## config.mk

```make
export PLATFORM = sky130hd
export DESIGN_NAME = fetch_unit
export DESIGN_NICKNAME = d
export VERILOG_FILES = /design/src/rtl/fetch_unit.sv
export SDC_FILE = /design/constraint.sdc
export NUM_CORES = 1
export LEC_CHECK = 0
export CORE_MARGIN = 1
export CORE_UTILIZATION = 51
export DETAILED_ROUTE_END_ITERATION = 10
export PLACE_DENSITY = 0.9
export REMOVE_ABC_BUFFERS = 1
export SETUP_SLACK_MARGIN = 0.1
export SYNTH_ARGS = -nofsm -noshare
export SYNTH_HDL_FRONTEND = slang
export SYNTH_SLANG_ARGS = --single-unit
```

## constraint.sdc

```tcl
create_clock -name clk -period 7.3 [get_ports clk]
set_input_delay 2.19 -clock clk [delete_from_list [all_inputs] [get_ports clk]]
set_output_delay 2.19 -clock clk [all_outputs]
set_load 0.005 [all_outputs]
```

## src/rtl/fetch_unit.sv

```systemverilog
// fetch_unit: instruction fetch stage.
// Owns the PC, issues one-outstanding reads to instruction memory and buffers
// returned words with their PC for the IF/ID register.
// Optional feature macro: FETCH_BYPASS_EN (forward a live response straight to
// fetch_* when the buffer is empty and IF/ID is enabled).
module fetch_unit #(
  parameter int unsigned          D_WIDTH   = 32,
  parameter int unsigned          A_WIDTH   = 32,
  parameter logic [A_WIDTH-1:0]   RESET_PC  = 32'h00000000,
  parameter logic [D_WIDTH-1:0]   NOP_INSTR = 32'h00000013,
  parameter int unsigned          BUF_DEPTH = 2
) (
  input  logic               clk,
  input  logic               rst,
  output logic               imem_req_valid,
  input  logic               imem_req_ready,
  output logic [A_WIDTH-1:0] imem_req_addr,
  input  logic               imem_rsp_valid,
  input  logic [D_WIDTH-1:0] imem_rsp_data,
  input  logic               redirect_valid,
  input  logic [A_WIDTH-1:0] redirect_pc,
  input  logic               fetch_ready,
  output logic               fetch_valid,
  output logic [D_WIDTH-1:0] fetch_instr,
  output logic [A_WIDTH-1:0] fetch_pc
);

  localparam int unsigned PTR_W = (BUF_DEPTH > 1) ? $clog2(BUF_DEPTH) : 1;
  localparam int unsigned CNT_W = PTR_W + 1;

  typedef enum logic [1:0] {
    ST_RUN   = 2'd0,
    ST_WAIT  = 2'd1,
    ST_DRAIN = 2'd2
  } state_t;

  state_t             state_q, state_d;
  logic [A_WIDTH-1:0] pc_q;
  logic [A_WIDTH-1:0] req_pc_q;
  logic [D_WIDTH-1:0] buf_instr_q [BUF_DEPTH];
  logic [A_WIDTH-1:0] buf_pc_q    [BUF_DEPTH];
  logic [PTR_W-1:0]   wr_ptr_q, rd_ptr_q;
  logic [CNT_W-1:0]   count_q;

  logic req_fire;
  logic rsp_live;
  logic buf_empty;
  logic bypass;
  logic push;
  logic pop;

  // Handshake and buffer control decode
  always_comb begin
    imem_req_valid = !rst && (state_q == ST_RUN) &&
                     (count_q < CNT_W'(BUF_DEPTH)) && !redirect_valid;
    imem_req_addr  = pc_q;
    req_fire       = imem_req_valid && imem_req_ready;
    // A response only counts while we are waiting for it and not flushing
    rsp_live       = (state_q == ST_WAIT) && imem_rsp_valid && !redirect_valid;
    buf_empty      = (count_q == '0);
`ifdef FETCH_BYPASS_EN
    bypass         = rsp_live && buf_empty && fetch_ready;
`else
    bypass         = 1'b0;
`endif
    push           = rsp_live && !bypass;
    pop            = !buf_empty && fetch_ready && !redirect_valid;
  end

  // Next-state logic for the one-outstanding request tracker
  always_comb begin
    state_d = state_q;
    case (state_q)
      ST_RUN: begin
        if (req_fire) state_d = ST_WAIT;
      end
      ST_WAIT: begin
        // A same-cycle redirect drops the response but still closes the request
        if (imem_rsp_valid)      state_d = ST_RUN;
        else if (redirect_valid) state_d = ST_DRAIN;
      end
      ST_DRAIN: begin
        if (imem_rsp_valid) state_d = ST_RUN;
      end
      default: state_d = ST_RUN;
    endcase
  end

  // Output mux: bypassed response, buffer head, or NOP when nothing is valid
  always_comb begin
    fetch_valid = !buf_empty || bypass;
    fetch_instr = NOP_INSTR;
    fetch_pc    = '0;
    if (bypass) begin
      fetch_instr = imem_rsp_data;
      fetch_pc    = req_pc_q;
    end else if (!buf_empty) begin
      fetch_instr = buf_instr_q[rd_ptr_q];
      fetch_pc    = buf_pc_q[rd_ptr_q];
    end
  end

  // State, PC and buffer pointer registers
  always_ff @(posedge clk) begin
    if (rst) begin
      state_q  <= ST_RUN;
      pc_q     <= RESET_PC;
      req_pc_q <= '0;
      wr_ptr_q <= '0;
      rd_ptr_q <= '0;
      count_q  <= '0;
    end else begin
      state_q <= state_d;
      if (redirect_valid)  pc_q <= redirect_pc;
      else if (req_fire)   pc_q <= pc_q + A_WIDTH'(4);
      if (req_fire) req_pc_q <= pc_q;
      if (redirect_valid) begin
        wr_ptr_q <= '0;
        rd_ptr_q <= '0;
        count_q  <= '0;
      end else begin
        if (push) wr_ptr_q <= wr_ptr_q + PTR_W'(1);
        if (pop)  rd_ptr_q <= rd_ptr_q + PTR_W'(1);
        case ({push, pop})
          2'b10:   count_q <= count_q + CNT_W'(1);
          2'b01:   count_q <= count_q - CNT_W'(1);
          default: count_q <= count_q;
        endcase
      end
    end
  end

  // Buffer storage; data only, no reset needed
  always_ff @(posedge clk) begin
    if (push) begin
      buf_instr_q[wr_ptr_q] <= imem_rsp_data;
      buf_pc_q[wr_ptr_q]    <= req_pc_q;
    end
  end

endmodule

```

==> implementation parameters <==
Parameter                              Value

Worst setup path
  Bufs and invs on worst path    2
  Category of the worst setup path capture point    output pin
  Delay of the slowest critical-path stage    between 0.5 and 0.6 ns
  Crit-path max FO    6
  Setup Crit Path Kind    input pin to output pin
  CP Data Arrival Time    between 3 and 4 ns
  Kind of cell adding the most delay to the critical path    buffers and inverters
  Slowest cell on crit path    clkdlybuf4s50_1
  Crit start category    input pin
  Total stage count of the critical path    4
  Cell-by-cell listing of the critical path    buf_2 > or2_2 > nor4_1 > clkdlybuf4s50_1
  Reg2Reg Depth    4
  Data required time of the worst path    around 5.1 ns

Synth
  Mean area per synthesized cell    roughly 12 µm²
  Fraction of synthesis flops using an asynchronous set or reset pin    0%
  Sequential area share after synthesis    between 60% and 70%
  Post-synthesis cell type count    51
  Number of enable flip-flop cells after synthesis    around 130
  Area share of the largest cell type after synthesis    ~48%
  Syn Inst Count    a little under 700
  Primary flip-flop cell chosen by synthesis mapping    edfxtp_1
  Combined area of all synthesized cells    between 8000 and 9000 µm²
  Number of synthesized register bits    just under 200
  Post-synth top area cell    edfxtp_1
  Dominant cells by area after synthesis    edfxtp_1 48%, dfxtp_1 18%, mux2i_1 8.2%
  Total of warnings raised by yosys    0

Timing
  Setup violations, final    0
  Final hold violations    0
  Fraction of the cycle the final worst path needs    between 70% and 80%
  Tightest hold margin    0.455 ns
  Setup skew after layout    approximately 0.011 ns
  Top achievable clock speed    178 MHz
  RSZ-0062 raised after global routing    false
  Min cycle time layout    roughly 5.6 ns
  Measured slew at the worst slew-check pin    1.17 ns
  Total count of max-transition violations in the final report    0
  Final TNS setup    0 ns
  Tightest slew margin relative to the limit    roughly 22%

Routing
  DRT iter0 DRCs    344
  Wire per inst    roughly 17 µm
  First-pass DRT Iterations    5
  Via count of the routed design    between 5,000 and 6,000
  Number of vias per cell    about 5.4
  Count of unresolved DRC violations after routing    0
  Final WL    ~18,000 µm
  Post-route antenna net violation count    0

Floorplan
  Die area    between 15,000 and 20,000 µm²
  Initial Util    around 53%
  Total number of placement rows    45
  I/O pin count    between 150 and 200
  Horizontal die dimension    approximately 130 µm
  Vertical die dimension    between 100 and 150 µm
  Core region area    15,300 µm²

Run status
  Result of the run    complete, no violations

Placed design
  Placed insts    between 1,000 and 1,500
  Placer congestion estimate    around 0.76
  HPWL reported at the end of detailed placement    approximately 11,000 µm
  Number of port buffers    167

Clocking
  Clock Tree Buf Depth    2
  Post CTS Setup Buffer Count    0
  Hold-fix buffers, CTS    0
  Number of H-tree branching levels    4
  Latest clock arrival within the worst-skew pair    approximately 0.42 ns
  CTS tree    built
  Clock Sink Count    199
  Clock-pin slew reported for the worst setup and hold paths after clock tree synthesis    approximately 0.070 ns
  Total clock buffers created by CTS    17
  PostCTS Resize Cnt    0
  Library cell used as clock root buffer    clkbuf_16

GRT
  Aggregate global routing overflow    0
  Initial antenna violation count    0
  Vias in the first global route    5,366
  Pin count of the biggest net entering global routing    68
  Gr usage total    between 20% and 30%
  Wire length of the first global-routing pass    roughly 28,000 µm

Pwr
  Power Density    222 nW/µm²
  Switching share of power    21.4%
  Portion of total power attributed to the clock network    about two fifths
  Portion of total power attributed to combinational logic    5.7%
  Reg power frac    a little over half
  Worst ir drop on vdd    just under 200 µV
  Internal power summed over all cells    about 1.8 mW
  Static power due to leakage    3.42 nW
  Net switching power figure    0.498 mW

Run
  Number of max-capacitance violations reported    0

Layout
  Growth of design area from synthesis to finish    30.0%
  Count of non-filler cells in the finished layout    approximately 1,100
  Nets    900
  Number of diodes added for antenna fixing    0
  Filler cells    1,090
  Fraction of final layout cells sized beyond drive strength 1    under 10%

Min path
  Min-Delay Path Depth    0
  Min-delay worst type    flop to flop
synth_stat cells (4+ instances only):
library cell  number
edfxtp_1         128
nand2_1           89
nor2_1            81
dfxtp_1           71
mux2i_1           66
a21oi_1           55
clkbuf_1          30
nand4_1           18
xor2_1            12
a31oi_1           11
o21ai_0            8
o22ai_1            8
and2_1             7
inv_1              7
nand3_1            7
o211ai_1           5
a22oi_1            4
and3_1             4
buf_2              4
nor2b_1            4
nor3_1             4
state kept, by name (all words and copies together), names as in the netlist, named ones only:
name,cells
buf_instr_q,64
imem_req_addr,32
wr_ptr_q,1
count_q,2
rd_ptr_q,1
req_pc_q,32
buf_pc_q,64
state_q,2
cell families after synthesis:
group	Yosys count	share of synthesized area, %
AO/OA/AOI/OAI	107	7.83
multiplexers	68	8.45
adder cells (fa/ha/maj)	2	0.309
XOR/XNOR	14	1.52
AND/OR/NAND/NOR	238	14.0
buffers and inverters	49	2.74
flip-flops	199	65.1
cells in the final DEF (no fill, tap or decap), drive strengths merged, types with 5 or more instances in the layout:
cell | Yosys | final
a21oi | 55 | 55
xor2 | 12 | 12
and2 | 9 | 9
o211ai | 5 | 5
and3 | 7 | 7
mux2i | 66 | 66
nor2 | 81 | 81
o21ai | 8 | 8
o22ai | 8 | 8
inv | 7 | 12
nand2 | 90 | 90
buf | 7 | 9
a31oi | 11 | 11
nand4 | 19 | 19
dfxtp | 71 | 71
nand3 | 7 | 7
clkbuf | 35 | 17
clkdlybuf4s50 | 0 | 165
edfxtp | 128 | 128
worst paths after layout:
path / start / end / slack [ns]
setup / recovery: rst / imem_req_valid / 1.68
hold / removal: req_pc_q[20] / buf_pc_q[1][20] / 0.45
setup reg to reg: state_q[0] / buf_pc_q[0][19] / 4.74
hold reg to reg: req_pc_q[20] / buf_pc_q[1][20] / 0.45
power by group through the flow:
stage	Combinational [mW]	Sequential (mW)	Clock [mW]
after floorplan	0.0423	1.25	0
after global placement	0.129	1.26	0
after detailed placement	0.133	1.26	0
after CTS	0.133	1.23	0.974
after global routing	0.143	1.23	1.02
final	0.133	1.23	0.964
layer usage:
metal | track usage (%) | part of all wire, % | up-vias
li1 | - | - | 2760
met4 | 8.37 | 1.8 | 0
met1 | 28.3 | 43 | 2758
met5 | 0 | 0 | -
met3 | 3.59 | 4.9 | 23
met2 | 38.3 | 50 | 171
stage by stage:
step / instance area [µm²] / utilization [%] / worst slack (ns) / total power [mW]
global route: 10500 / 68.6 / 1.62 / 2.40
floorplan: 7890 / - / 1.41 / 1.30
CTS: 10500 / 68.6 / 1.67 / 2.34
detailed placement: 9890 / 64.6 / 1.67 / 1.39
finish: 10500 / 68.6 / 1.68 / 2.33
global placement: 9890 / 64.6 / 1.69 / 1.38
area by class of cell:
class / instances / area, µm² / share of cell area [%]
flip-flops and latches: 199 / 5270 / 50.1
multi-input cells: 429 / 2620 / 24.9
repair buffers: 174 / 1710 / 16.3
clock buffers: 17 / 425 / 4.05
well taps: 211 / 264 / 2.51
clock inverters: 15 / 190 / 1.81
inverters: 7 / 26.3 / 0.250
worst reg2reg max path, stage by stage, from the launching register on:
cell	delay, ns
dfxtp_1	0.45
nor4bb_1	0.48
inv_1	0.18
nor2_4	0.63
buf_4	0.49
Note: power is estimated with default switching activity, not from simulation.
